### src/rtl/perf_counter_mmio_pkg.sv
// Shared constants for the performance-counter MMIO window: counter selects
// and the load/store addresses decoded by the memory stage.
package perf_counter_mmio_pkg;

    // Counter select encoding, shared with the memory-stage decoder
    typedef enum logic [1:0] {
        CSEL_CYCLE   = 2'd0,
        CSEL_INST    = 2'd1,
        CSEL_BRANCH  = 2'd2,
        CSEL_CORRECT = 2'd3
    } csel_e;

    localparam int unsigned NUM_CNT = 4;

    // MMIO addresses of the counter window
    localparam logic [31:0] ADDR_CYCLE   = 32'h8000_0010;
    localparam logic [31:0] ADDR_INST    = 32'h8000_0014;
    localparam logic [31:0] ADDR_CLEAR   = 32'h8000_0018;
    localparam logic [31:0] ADDR_BRANCH  = 32'h8000_001C;
    localparam logic [31:0] ADDR_CORRECT = 32'h8000_0020;

endpackage

### src/rtl/perf_counter_mmio_if.sv
// Bus between memory-stage control (master) and the counter file (slave).
interface perf_counter_mmio_if #(
    parameter int CNT_W = 32
);
    logic             stall;
    logic             inst_retire_v;
    logic             branch_retire_v;
    logic             branch_correct_v;
    logic             io_reset;
    logic             rd_en;
    logic [1:0]       counter_sel;
    logic [CNT_W-1:0] rd_data;
    logic             rd_valid;

    modport master (
        output stall, inst_retire_v, branch_retire_v, branch_correct_v,
        output io_reset, rd_en, counter_sel,
        input  rd_data, rd_valid
    );

    modport slave (
        input  stall, inst_retire_v, branch_retire_v, branch_correct_v,
        input  io_reset, rd_en, counter_sel,
        output rd_data, rd_valid
    );
endinterface

### src/rtl/perf_counter_mmio_counter.sv
// Single event counter: synchronous clear has priority over increment;
// at all-ones it either wraps to zero or sticks, depending on WRAP.
module perf_counter #(
    parameter int CNT_W = 32,
    parameter bit WRAP  = 1'b1
) (
    input  logic             clk,
    input  logic             rst_n,
    input  logic             inc,
    input  logic             clr,
    output logic [CNT_W-1:0] value
);
    localparam logic [CNT_W-1:0] ALL_ONES = {CNT_W{1'b1}};
    localparam logic [CNT_W-1:0] ONE      = {{(CNT_W-1){1'b0}}, 1'b1};

    logic [CNT_W-1:0] cnt_q;
    logic [CNT_W-1:0] cnt_d;

    // Next count: clear beats increment; saturating mode holds at all-ones
    always_comb begin
        cnt_d = cnt_q;
        if (clr) begin
            cnt_d = {CNT_W{1'b0}};
        end else if (inc) begin
            if (!WRAP && (cnt_q == ALL_ONES)) begin
                cnt_d = cnt_q;
            end else begin
                cnt_d = cnt_q + ONE;
            end
        end else begin
            cnt_d = cnt_q;
        end
    end

    // Count register with asynchronous reset
    always_ff @(posedge clk or negedge rst_n) begin
        if (!rst_n) begin
            cnt_q <= {CNT_W{1'b0}};
        end else begin
            cnt_q <= cnt_d;
        end
    end

    assign value = cnt_q;
endmodule

### src/rtl/perf_counter_mmio.sv
// Performance-counter file behind the IO load/store window. Qualifies the
// retire events with stall, keeps four counters and returns the selected one
// one cycle after a load so it lines up with synchronous DMEM read data.
module perf_counter_mmio
    import perf_counter_mmio_pkg::*;
#(
    parameter int CNT_W = 32,
    parameter bit WRAP  = 1'b1
) (
    input  logic                  clk,
    input  logic                  rst_n,
    perf_counter_mmio_if.slave    bus
);
    logic [NUM_CNT-1:0] inc_s;
    logic [CNT_W-1:0]   cnt_val_s [NUM_CNT];
    logic [CNT_W-1:0]   sel_val_s;
    logic [CNT_W-1:0]   rd_data_q;
    logic [CNT_W-1:0]   rd_data_d;
    logic               rd_valid_q;
    logic               rd_valid_d;

    // Increment qualification: cycles always count, retire events only when not frozen
    always_comb begin
        inc_s               = {NUM_CNT{1'b0}};
        inc_s[CSEL_CYCLE]   = 1'b1;
        inc_s[CSEL_INST]    = bus.inst_retire_v & ~bus.stall;
        inc_s[CSEL_BRANCH]  = bus.branch_retire_v & ~bus.stall;
        inc_s[CSEL_CORRECT] = bus.branch_retire_v & bus.branch_correct_v & ~bus.stall;
    end

    for (genvar i = 0; i < NUM_CNT; i++) begin : g_cnt
        perf_counter #(
            .CNT_W (CNT_W),
            .WRAP  (WRAP)
        ) u_cnt (
            .clk   (clk),
            .rst_n (rst_n),
            .inc   (inc_s[i]),
            .clr   (bus.io_reset),
            .value (cnt_val_s[i])
        );
    end

    // 4:1 read mux over the pre-update counter values
    always_comb begin
        sel_val_s = {CNT_W{1'b0}};
        case (bus.counter_sel)
            CSEL_CYCLE:   sel_val_s = cnt_val_s[CSEL_CYCLE];
            CSEL_INST:    sel_val_s = cnt_val_s[CSEL_INST];
            CSEL_BRANCH:  sel_val_s = cnt_val_s[CSEL_BRANCH];
            CSEL_CORRECT: sel_val_s = cnt_val_s[CSEL_CORRECT];
            default:      sel_val_s = {CNT_W{1'b0}};
        endcase
    end

    // Read capture: only an unstalled load refreshes rd_data; otherwise it holds
    always_comb begin
        rd_data_d  = rd_data_q;
        rd_valid_d = 1'b0;
        if (bus.rd_en && !bus.stall) begin
            rd_data_d  = sel_val_s;
            rd_valid_d = 1'b1;
        end else begin
            rd_data_d  = rd_data_q;
            rd_valid_d = 1'b0;
        end
    end

    // Read-data output registers with asynchronous reset
    always_ff @(posedge clk or negedge rst_n) begin
        if (!rst_n) begin
            rd_data_q  <= {CNT_W{1'b0}};
            rd_valid_q <= 1'b0;
        end else begin
            rd_data_q  <= rd_data_d;
            rd_valid_q <= rd_valid_d;
        end
    end

    assign bus.rd_data  = rd_data_q;
    assign bus.rd_valid = rd_valid_q;
endmodule

### src/flat_wrapper.sv
// flat-port wrapper written by rule: the top's interface ports become plain ports
module perf_counter_mmio_flat import perf_counter_mmio_pkg::*;
#(
    parameter int CNT_W = 32,
    parameter bit WRAP  = 1'b1
)
  (clk, rst_n, bus_stall, bus_inst_retire_v, bus_branch_retire_v, bus_branch_correct_v, bus_io_reset, bus_rd_en, bus_counter_sel, bus_rd_data, bus_rd_valid);
  perf_counter_mmio_if #(.CNT_W(CNT_W)) bus_i ();
  input  logic clk;
  input  logic rst_n;
  input wire logic [$bits(bus_i.stall)-1:0] bus_stall;
  input wire logic [$bits(bus_i.inst_retire_v)-1:0] bus_inst_retire_v;
  input wire logic [$bits(bus_i.branch_retire_v)-1:0] bus_branch_retire_v;
  input wire logic [$bits(bus_i.branch_correct_v)-1:0] bus_branch_correct_v;
  input wire logic [$bits(bus_i.io_reset)-1:0] bus_io_reset;
  input wire logic [$bits(bus_i.rd_en)-1:0] bus_rd_en;
  input wire logic [$bits(bus_i.counter_sel)-1:0] bus_counter_sel;
  output wire logic [$bits(bus_i.rd_data)-1:0] bus_rd_data;
  output wire logic [$bits(bus_i.rd_valid)-1:0] bus_rd_valid;
  assign bus_i.stall = bus_stall;
  assign bus_i.inst_retire_v = bus_inst_retire_v;
  assign bus_i.branch_retire_v = bus_branch_retire_v;
  assign bus_i.branch_correct_v = bus_branch_correct_v;
  assign bus_i.io_reset = bus_io_reset;
  assign bus_i.rd_en = bus_rd_en;
  assign bus_i.counter_sel = bus_counter_sel;
  assign bus_rd_data = bus_i.rd_data;
  assign bus_rd_valid = bus_i.rd_valid;
  perf_counter_mmio #(.CNT_W(CNT_W), .WRAP(WRAP)) u_core (.clk(clk), .rst_n(rst_n), .bus(bus_i));
endmodule
### config.mk
export PLATFORM = sky130hd
export DESIGN_NAME = perf_counter_mmio_flat
export DESIGN_NICKNAME = d
export VERILOG_FILES = /design/src/rtl/perf_counter_mmio_pkg.sv /design/src/rtl/perf_counter_mmio_if.sv /design/src/rtl/perf_counter_mmio_counter.sv /design/src/rtl/perf_counter_mmio.sv /design/src/flat_wrapper.sv
export SDC_FILE = /design/constraint.sdc
export NUM_CORES = 1
export LEC_CHECK = 0
export ABC_AREA = 1
export BUFFER_PORTS_ARGS = -buffer_cell sky130_fd_sc_hd__buf_2
export CORE_MARGIN = 1.5
export CORE_UTILIZATION = 45
export CTS_BUF_LIST = sky130_fd_sc_hd__clkbuf_4 sky130_fd_sc_hd__clkbuf_8
export CTS_CLUSTER_DIAMETER = 40
export CTS_CLUSTER_SIZE = 40
export DETAILED_ROUTE_END_ITERATION = 7
export GPL_TIMING_DRIVEN = 1
export PLACE_DENSITY_LB_ADDON = 0.08
export SYNTH_ARGS = -nofsm -noshare
export SYNTH_HDL_FRONTEND = slang
export SYNTH_SLANG_ARGS = --single-unit
### constraint.sdc
create_clock -name clk -period 2.8 [get_ports clk]
set_clock_uncertainty 0.05 [all_clocks]
set_input_delay 0.42 -clock clk [delete_from_list [all_inputs] [get_ports clk]]
set_output_delay 0.42 -clock clk [all_outputs]
set_load 0.05 [all_outputs]
==> results of run 1 <==
flip-flops by register name, indices dropped and copies added (netlist names):
register	flops
u_core.g_cnt.u_cnt.value	128
u_core.bus.rd_data	32
u_core.bus.rd_valid	1
stage by stage:
step / setup WS [ps] / hold slack [ps] / cells / utilization (%)
2_1_floorplan: 1340 / 74.4 / 1339 / -
3_3_place_gp: 911 / 412 / 1629 / 48.7
3_5_place_dp: 858 / 409 / 1629 / 48.7
4_1_cts: 952 / 239 / 1661 / 51.3
5_1_grt: 672 / 267 / 1661 / 51.3
6_report: 939 / 269 / 1662 / 51.4
cells in the mapped netlist, types with 11 or more instances:
library cell / count / area share (%)
nor3_1: 26 / 1.4
clkbuf_1: 13 / 0.52
nand4_1: 23 / 1.5
buf_2: 11 / 0.59
nor2_1: 258 / 10
inv_1: 135 / 5.4
a21oi_1: 128 / 6.8
dfrtp_1: 161 / 43
nand2_1: 338 / 14
nand3_1: 72 / 3.8
o21ai_0: 77 / 4.1
nor2_4: 11 / 1.3
power groups by stage:
stage	Clock [W]	Sequential, W	Combinational, W
6_report	0.00230	0.00243	0.000491
5_1_grt	0.00242	0.00243	0.000531
4_1_cts	0.00234	0.00242	0.000494
3_5_place_dp	0	0.00247	0.000492
3_3_place_gp	0	0.00247	0.000487
2_1_floorplan	0	0.00262	0.000162
worst paths after layout:
check | start | depth (start not counted) | slack [ps] | end
setup / recovery | u_core.g_cnt[0].u_cnt.value[0] | 9 | 940 | u_core.g_cnt[0].u_cnt.value[20]
hold / removal | bus_inst_retire_v | 3 | 270 | u_core.g_cnt[1].u_cnt.value[0]
setup reg to reg | u_core.g_cnt[0].u_cnt.value[0] | 9 | 940 | u_core.g_cnt[0].u_cnt.value[20]
hold reg to reg | u_core.bus.rd_data[18] | 2 | 430 | u_core.bus.rd_data[18]
max in group asynchronous | rst_n | 3 | 1510 | u_core.g_cnt[3].u_cnt.value[12]
min in group asynchronous | rst_n | 2 | 480 | u_core.g_cnt[1].u_cnt.value[8]
placed cells by master (no fill, tap or decap), types with 2 or more instances in the layout:
cell       count
nand2_1      338
nor2_1       257
dfrtp_1      161
inv_1        134
a21oi_1      128
o21ai_0       77
nand3_1       72
buf_2         41
nor3_1        26
nand4_1       23
clkbuf_8      20
nor2_2        11
nor2_4        11
nor3b_1        8
nand3_2        8
a41oi_1        8
bufinv_16      8
buf_4          6
xor2_1         5
nand3_4        5
ha_1           4
a31oi_1        3
nand2_2        3
and3_1         3
o22ai_1        3
o211ai_1       3
buf_12         3
nand3b_1       2
a221oi_1       2
nand2_4        2
o21bai_1       2
worst max-delay path, cell delays in order, from the launching register on:
cell     delay, ps
dfrtp_1        470
ha_1           210
nand2_1         70
nor2_1         180
nand2_1        180
nor2_1         260
nand3_1        150
nand2_1         80
nand2_1         40
nor2_1         110
cells by family (layout without fill, tap and decap cells):
| family | after synthesis | count (layout) | synth area share (%) |
|---|---|---|---|
| AND/OR/NAND/NOR | 772 | 772 | 36.2 |
| AO/OA/AOI/OAI | 230 | 230 | 13.0 |
| buffers and inverters | 167 | 219 | 6.91 |
| flip-flops | 161 | 161 | 42.9 |
| XOR/XNOR | 5 | 5 | 0.467 |
| adder cells (fa/ha/maj) | 4 | 4 | 0.533 |
| other | 0 | 1 | 0 |
layout make-up:
class,count,area (µm²),share of cell area (%)
repair buffers,52,332,3.17
clock inverters,10,253,2.42
clock buffers,21,283,2.70
diodes,1,2.50,0.0239
inverters,136,513,4.90
flip-flops and latches,161,4030,38.5
well taps,270,338,3.23
multi-input cells,1011,4710,45.0
metal layers:
metal	vias to the layer above	track usage (%)	routed length (µm)
li1	4432	-	-
met1	4220	39.0	13400
met2	280	44.2	13300
met3	50	5.12	1840
met4	2	8.00	704
met5	-	0	13
repair_timing:
item                                    in CTS  in global routing
hold buffers                                 1                  0
endpoints found under the hold margin       59                  0
buffers inserted                             0                  0
resized for setup                            0                  0
endpoints found under the setup margin       0                  0
==> impl_metrics.json, run 1 <==
{
  "power.leakage_nw": 4.47,
  "async_flop_share_pct": 100,
  "cts_tree": "yes",
  "fillers": 2059,
  "drt_wl_total_um": 29300,
  "start_util_pct": 46.1,
  "clkTransAtPathRegs_ps": 90,
  "crit_type": "reg -> reg",
  "cts_made_buffers": 17,
  "synthDistinctLibCells": 39,
  "ant_nets": 0,
  "synth_edf_count": 0,
  "synth_fp_nets": 1353,
  "via_per_inst": 5.41,
  "final_layout_size_suffix_gt1_share_pct": 9.06,
  "flow.area_growth_from_synthesis_pct": 11.5,
  "drtIter0Drc": 710,
  "grtUsageTotal_pct": 27.9,
  "rsz0062_at_grt": "false",
  "final_cell_area_mm2": 0.0105,
  "finalSetupViolCount": 0,
  "overflow": 0,
  "placed_area_mm2": 0.00991,
  "grt_pass1_vias": 8374,
  "worst_slew_pin_slew_ps": 678,
  "grt_pass1_wl_um": 46500,
  "clock_sinks": 161,
  "drc_errors": 0,
  "p_int_w": 0.00389,
  "yosys_register_bits": 161,
  "cp.required_ps": 3140,
  "layout.nets": 1393,
  "fp.dieH_um": 147,
  "hpwlAfterDp_um": 22400,
  "design.core.area_mm2": 0.0204,
  "power.total_w": 0.00522,
  "fin_crit_sh_pct": 66.5,
  "synth_ff_type": "dfrtp_1",
  "critPathLaunchType": "flop",
  "min_period_ps": 1860,
  "report.final.slew_viol_count": 0,
  "power_switching_w": 0.00133,
  "ctsRootBufferMaster": "clkbuf_8",
  "p_per_area_mw_per_mm2": 499,
  "synthCells": 1339,
  "cp_max_fo": 6,
  "clockPowerShare_pct": 44.1,
  "arrival_ps": 2200,
  "ys_seq_area_share_pct": 42.9,
  "power_frac_comb_pct": 9.4,
  "hold_viol": 0,
  "port_buffers": 42,
  "status": "complete, no violations",
  "grt_max_degree": 103,
  "fp.dieArea_mm2": 0.0217,
  "switching_share_pct": 25.4,
  "max_freq_ghz": 0.537,
  "insertion_delay_ps": 460,
  "holdCritPathClass": "in -> reg",
  "num_rows": 52,
  "cap_violations": 0,
  "cts_buffer_depth": 2,
  "relSlewSlack_pct": 54.8,
  "vias": 8984,
  "synth.cell_area_mm2": 0.00938,
  "p_seq_share_pct": 46.5,
  "end_kind": "flop",
  "antenna_found_initial": 2,
  "gp_congestion": 0.966,
  "io_pins": 43,
  "yosys_warnings": 0,
  "firstDrtPassIters": 6,
  "setup_tns_ps": 0,
  "avgRoutedWirePerCell_um": 17.6,
  "htreeDepth": 4,
  "fp.dieW_um": 147,
  "ir_worst_vdd_v": 0.000358,
  "synth.avg_cell_area_um2": 7.01
}
No activity file was read; power rests on OpenSTA's default activity.
==> inputs of run 2 (changes only) <==
--- a/config.mk
+++ b/config.mk
@@ -5,7 +5,7 @@
 export SDC_FILE = /design/constraint.sdc
 export NUM_CORES = 1
 export LEC_CHECK = 0
-export ABC_AREA = 1
+export ABC_AREA = 0
 export BUFFER_PORTS_ARGS = -buffer_cell sky130_fd_sc_hd__buf_2
 export CORE_MARGIN = 1.5
 export CORE_UTILIZATION = 45
==> constraint.sdc (replaced) <==
create_clock -name clk -period 1.85 [get_ports clk]
set_clock_uncertainty 0.05 [all_clocks]
set_input_delay 0.2775 -clock clk [delete_from_list [all_inputs] [get_ports clk]]
set_output_delay 0.2775 -clock clk [all_outputs]
set_load 0.05 [all_outputs]
==> impl_metrics.json, run 2 <==
{
  "max_stage_delay_ps": 530,
  "synthCells": 761,
  "insertion_delay_ps": 470,
  "crit_type": "reg -> reg",
  "r2r_start": "u_core.g_cnt[2].u_cnt.value[9]",
  "largest_register_ff_count": 128,
  "io_pins": 43,
  "synth_common_cells": "161 x dfrtp_1, 127 x nor2_1, 64 x xor2_1, 52 x xnor2_1",
  "gp_congestion": 0.818,
  "power.total_w": 0.00646,
  "drc_errors": 0,
  "firstDrtPassIters": 5,
  "synth_ff_type": "dfrtp_1",
  "cp-startpoint": "u_core.g_cnt[2].u_cnt.value[9]",
  "grt_max_degree": 129,
  "max_freq_ghz": 0.521,
  "arrival_ps": 2270,
  "setup_ws_ps": -69.9,
  "relSlewSlack_pct": 60.5,
  "fin_crit_sh_pct": 104,
  "ant_nets": 0,
  "avgRoutedWirePerCell_um": 19.4,
  "via_per_inst": 5.62,
  "num_antenna_cells": 0,
  "dp_slack_ps": -156,
  "holdCritPathClass": "in -> async",
  "synth.avg_cell_area_um2": 10.9,
  "layout_commonest_cell": "dfrtp_1",
  "status": "finished, violations left",
  "async_flop_share_pct": 100,
  "cp_num_cells": 5,
  "yosysMostFrequentCell": "dfrtp_1",
  "min_period_ps": 1920,
  "power.leakage_nw": 4.69,
  "path_cells": "nand4_2, or4_4, buf_12, or4_4, a21oi_2",
  "fp.dieW_um": 139,
  "fp.dieArea_mm2": 0.0193,
  "crit_top_cell": "or4_4",
  "cp_max_fo": 15,
  "cts_made_buffers": 17,
  "overflow": 0,
  "clock_sinks": 161,
  "flow.area_growth_from_synthesis_pct": 23.9,
  "design.core.area_mm2": 0.0180,
  "antenna_found_initial": 0,
  "whs_ps": 193,
  "synth_area_leaders": "dfrtp_1 48%, mux4_2 8.4%, xor2_1 6.7%, nor2_1 5.7%, xnor2_1 5.5%",
  "grt_pass1_wl_um": 35500,
  "htreeDepth": 4,
  "hpwlAfterDp_um": 15700,
  "hold_viol": 0,
  "yosysTopAreaCellShare_pct": 48.5,
  "start_util_pct": 46.1,
  "layout.nets": 920,
  "fp.dieH_um": 139,
  "port_buffers": 42,
  "p_per_area_mw_per_mm2": 627,
  "end_kind": "flop",
  "synthDistinctLibCells": 43,
  "ys_seq_area_share_pct": 48.5,
  "cts_tree": "yes",
  "cap_violations": 0,
  "crit_end": "u_core.g_cnt[2].u_cnt.value[29]",
  "finalCoreUtilization_pct": 57.2,
  "yosys_warnings": 0,
  "cp.required_ps": 2200,
  "drt_wl_total_um": 22200,
  "synth_edf_count": 0,
  "ir_worst_vdd_v": 0.000478,
  "ctsRootBufferMaster": "clkbuf_8",
  "rsz0062_at_grt": "true",
  "cts_buffer_depth": 2,
  "vias": 6440,
  "critical-path-top-delay-family": "simple AND/OR/NAND/NOR gates",
  "r2r_setup_slack_ps": -70,
  "num_rows": 49,
  "clkTransAtPathRegs_ps": 90,
  "worst_slew_pin_slew_ps": 593,
  "layout_common_cells": "159 x dfrtp_1, 127 x nor2_1, 108 x buf_4",
  "critPathLaunchType": "flop",
  "grt_pass1_vias": 6479,
  "synth_fp_nets": 775,
  "report.final.slew_viol_count": 0,
  "yosys_register_bits": 161,
  "violations": "negative setup slack",
  "final_layout_size_suffix_gt1_share_pct": 33.4,
  "grtUsageTotal_pct": 23.8,
  "synth.cell_area_mm2": 0.00831,
  "critPathBufInv": 1,
  "synth_top_cell_by_area": "dfrtp_1",
  "fillers": 1601,
  "drtIter0Drc": 380,
  "reg2reg_to": "u_core.g_cnt[2].u_cnt.value[29]",
  "ff2ff_path_depth": 5,
  "finalSetupViolCount": 6,
  "slowest_stage": "or4_4"
}
## run 2: cell types whose count changed in the layout (fill, tap and decap cells not counted), sizes merged, moves of 21 or more
cell / previous run / this run
mux2: 0 / 32
nand2: 343 / 33
nand3: 85 / 38
a21oi: 128 / 8
nor2: 280 / 127
and3: 3 / 24
xor2: 5 / 64
mux4: 0 / 32
xnor2: 0 / 52
o21ai: 77 / 5
inv: 136 / 11
buf: 51 / 167
## run 2: layout make-up
class	count	area, µm²	share of cell area, %
multi-input cells	546	4250	41.3
flip-flops and latches	161	4030	39.1
repair buffers	169	1320	12.8
clock buffers	24	318	3.08
well taps	229	287	2.78
clock inverters	6	55.1	0.534
inverters	11	41.3	0.401
## run 2: worst min path at each step
stage / start / slack [ps] / cells past startpoint / end
after floorplan: rst_n / -70 / 0 / u_core.bus.rd_data[0]
after global placement: rst_n / 120 / 1 / u_core.g_cnt[0].u_cnt.value[12]
after detailed placement: rst_n / 120 / 1 / u_core.g_cnt[0].u_cnt.value[11]
after CTS: bus_branch_correct_v / 170 / 4 / u_core.g_cnt[3].u_cnt.value[1]
after global routing: rst_n / 190 / 2 / u_core.g_cnt[0].u_cnt.value[11]
final: rst_n / 190 / 2 / u_core.g_cnt[0].u_cnt.value[11]
## run 2: cell families (layout without fill, tap and decap cells)
| logic type | Yosys count | count (layout) | synth area share, % |
|---|---|---|---|
| AO/OA/AOI/OAI | 16 | 16 | 1.07 |
| XOR/XNOR | 116 | 116 | 12.2 |
| adder cells (fa/ha/maj) | 4 | 4 | 0.602 |
| buffers and inverters | 54 | 210 | 2.97 |
| flip-flops | 161 | 161 | 48.5 |
| multiplexers | 66 | 66 | 13.3 |
| AND/OR/NAND/NOR | 344 | 344 | 21.4 |
## run 2: report_power, final
| part | internal (W) | switching [W] |
|---|---|---|
| Clock | 0.00125 | 0.00126 |
| Sequential | 0.00353 | 0.0000153 |
| Combinational | 0.000145 | 0.000256 |
| Total | 0.00493 | 0.00154 |
## run 2: timing repair
action,CTS,global route
gates resized for setup,4,49
setup buffers,3,14
cloned,0,1
endpoints found under the setup margin,15,41
hold endpoints to repair,137,0
pin swaps,2,23
hold buffers,1,0
## run 2: through the flow
| step | cell area, µm² | setup TNS [ps] | std cells |
|---|---|---|---|
| floorplan | 8330 | -355 | 761 |
| global placement | 9530 | -284 | 1097 |
| detailed placement | 9530 | -809 | 1097 |
| CTS | 9960 | -283 | 1131 |
| global route | 10300 | -2180 | 1146 |
| finish | 10300 | -255 | 1146 |
## run 2: routing by layer
metal	share of wire, %	global-route usage, %	vias up
met2	46	35.1	174
met1	46	33.8	3263
li1	-	-	2973
met4	2.0	8.55	0
met3	6.3	6.60	30
met5	0	0	-
==> inputs of run 3 (changes only) <==
--- a/config.mk
+++ b/config.mk
@@ -14,7 +14,9 @@
 export CTS_CLUSTER_SIZE = 40
 export DETAILED_ROUTE_END_ITERATION = 7
 export GPL_TIMING_DRIVEN = 1
+export MAX_ROUTING_LAYER = met4
 export PLACE_DENSITY_LB_ADDON = 0.08
+export RECOVER_POWER = 50
 export SYNTH_ARGS = -nofsm -noshare
 export SYNTH_HDL_FRONTEND = slang
 export SYNTH_SLANG_ARGS = --single-unit
==> impl_metrics.json, run 3 (synthesis gave the netlist of run 2 again) <==
{
  "status": "finished, violations left",
  "violations": "negative setup slack",
  "ir_worst_vdd_v": 0.000470,
  "setup_ws_ps": -75.9,
  "overflow": 0,
  "crit_top_cell": "or4_4",
  "critPathBufInv": 1,
  "io_pins": 43,
  "num_rows": 49,
  "p_per_area_mw_per_mm2": 629,
  "clkTransAtPathRegs_ps": 80,
  "finalCoreUtilization_pct": 56.9,
  "grt_max_degree": 129,
  "antenna_found_initial": 0,
  "drtIter0Drc": 354,
  "via_per_inst": 5.64,
  "hpwlAfterDp_um": 15700,
  "finalSetupViolCount": 7,
  "layout_common_cells": "159 x dfrtp_1, 127 x nor2_1, 106 x buf_4",
  "fin_crit_sh_pct": 104,
  "port_buffers": 42,
  "fp.dieArea_mm2": 0.0193,
  "report.final.slew_viol_count": 0,
  "holdCritPathClass": "in -> reg",
  "fp.dieW_um": 139,
  "whs_endpoint": "u_core.g_cnt[3].u_cnt.value[1]",
  "drc_errors": 0,
  "fp.dieH_um": 139,
  "end_kind": "flop",
  "power.leakage_nw": 4.65,
  "whs_ps": 218,
  "layout.nets": 919,
  "grtUsageTotal_pct": 24.5,
  "layout_commonest_cell": "dfrtp_1",
  "critPathLaunchType": "flop",
  "avgRoutedWirePerCell_um": 19.4,
  "flow.area_growth_from_synthesis_pct": 23.3,
  "hp-start": "bus_branch_correct_v",
  "cp_num_cells": 5,
  "rsz0062_at_grt": "true",
  "relSlewSlack_pct": 52.4,
  "htreeDepth": 4,
  "cts_buffer_depth": 2,
  "design.core.area_mm2": 0.0180,
  "num_antenna_cells": 0,
  "critical-path-top-delay-family": "simple AND/OR/NAND/NOR gates",
  "cp.required_ps": 2190,
  "setup_tns_ps": -280,
  "r2r_start": "u_core.g_cnt[2].u_cnt.value[9]",
  "final_layout_size_suffix_gt1_share_pct": 33.1,
  "worst_slew_pin_slew_ps": 714,
  "crit_type": "reg -> reg",
  "power.total_w": 0.00644,
  "grt_pass1_vias": 6485,
  "largest_register_ff_count": 128,
  "cts_made_buffers": 17,
  "dp_slack_ps": -156,
  "cap_violations": 0,
  "hold_viol": 0,
  "clock_sinks": 161,
  "ctsRootBufferMaster": "clkbuf_8",
  "reg2reg_to": "u_core.g_cnt[2].u_cnt.value[29]",
  "vias": 6461,
  "r2r_setup_slack_ps": -80,
  "path_cells": "nand4_2, or4_4, buf_12, or4_4, a21oi_2",
  "cp_max_fo": 15,
  "ant_nets": 0,
  "ff2ff_path_depth": 5,
  "start_util_pct": 46.1,
  "insertion_delay_ps": 460,
  "max_freq_ghz": 0.519,
  "grt_pass1_wl_um": 35400,
  "min_period_ps": 1930,
  "gp_congestion": 0.830,
  "cts_tree": "yes",
  "drt_wl_total_um": 22200,
  "max_stage_delay_ps": 530,
  "firstDrtPassIters": 5,
  "hold_depth": 4,
  "arrival_ps": 2270,
  "slowest_stage": "or4_4"
}
[run 3: cell count changes in the layout (fill, tap and decap cells not counted), moves of 2 or more]
cell,before,now
clkbuf_2,0,3
buf_4,108,106
buf_12,9,7
buf_6,10,8
[run 3: where the power goes]
part | switching (W) | total (W) | internal (W)
Clock | 0.00125 | 0.00250 | 0.00125
Combinational | 0.000257 | 0.000390 | 0.000133
Sequential | 0.0000152 | 0.00355 | 0.00354
[run 3: routing by layer]
layer	track usage [%]	vias up	part of all wire, %
li1	-	2965	-
met1	33.7	3315	47
met2	35.0	154	45
met3	6.60	27	5.6
met4	8.66	0	2.2
met5	-	-	0
[run 3: worst max-delay path by stage]
stage	startpoint	end	slack, ps
after floorplan	u_core.g_cnt[2].u_cnt.value[6]	u_core.g_cnt[2].u_cnt.value[23]	-50
final	u_core.g_cnt[2].u_cnt.value[9]	u_core.g_cnt[2].u_cnt.value[29]	-80
after CTS	u_core.g_cnt[2].u_cnt.value[8]	u_core.g_cnt[2].u_cnt.value[19]	-50
after detailed placement	u_core.g_cnt[2].u_cnt.value[8]	u_core.g_cnt[2].u_cnt.value[19]	-160
after global placement	u_core.g_cnt[2].u_cnt.value[8]	u_core.g_cnt[2].u_cnt.value[19]	-70
after global routing	u_core.g_cnt[2].u_cnt.value[10]	u_core.g_cnt[2].u_cnt.value[17]	-130
[run 3: tightest hold or removal path, stage by stage]
cell      delay (ps)
buf_2             90
nand3b_1         150
nand2_1          100
a21oi_1           60
[run 3: what timing repair did]
action | 4_1_cts | 5_1_grt
gates resized for setup | 4 | 47
pin swaps | 2 | 24
setup endpoints to repair | 15 | 40
endpoints found under the hold margin | 137 | 0
hold buffers | 1 | 0
cloned | 0 | 1
setup buffers | 3 | 13
[run 3: per-stage QoR]
step | instances | area [µm²]
after CTS | 1131 | 9960
after floorplan | 761 | 8330
after global routing | 1145 | 10200
after detailed placement | 1097 | 9530
final | 1145 | 10200
after global placement | 1097 | 9530
[run 3: layout make-up]
class                      count  area [µm²]
clock buffer                  24         318
tap                          229         287
timing repair buffer         168        1270
multi-input combinational    546        4250
clock inverter                 6        55.1
fill                        1615        7770
sequential                   161        4030
inverter                      11        41.3
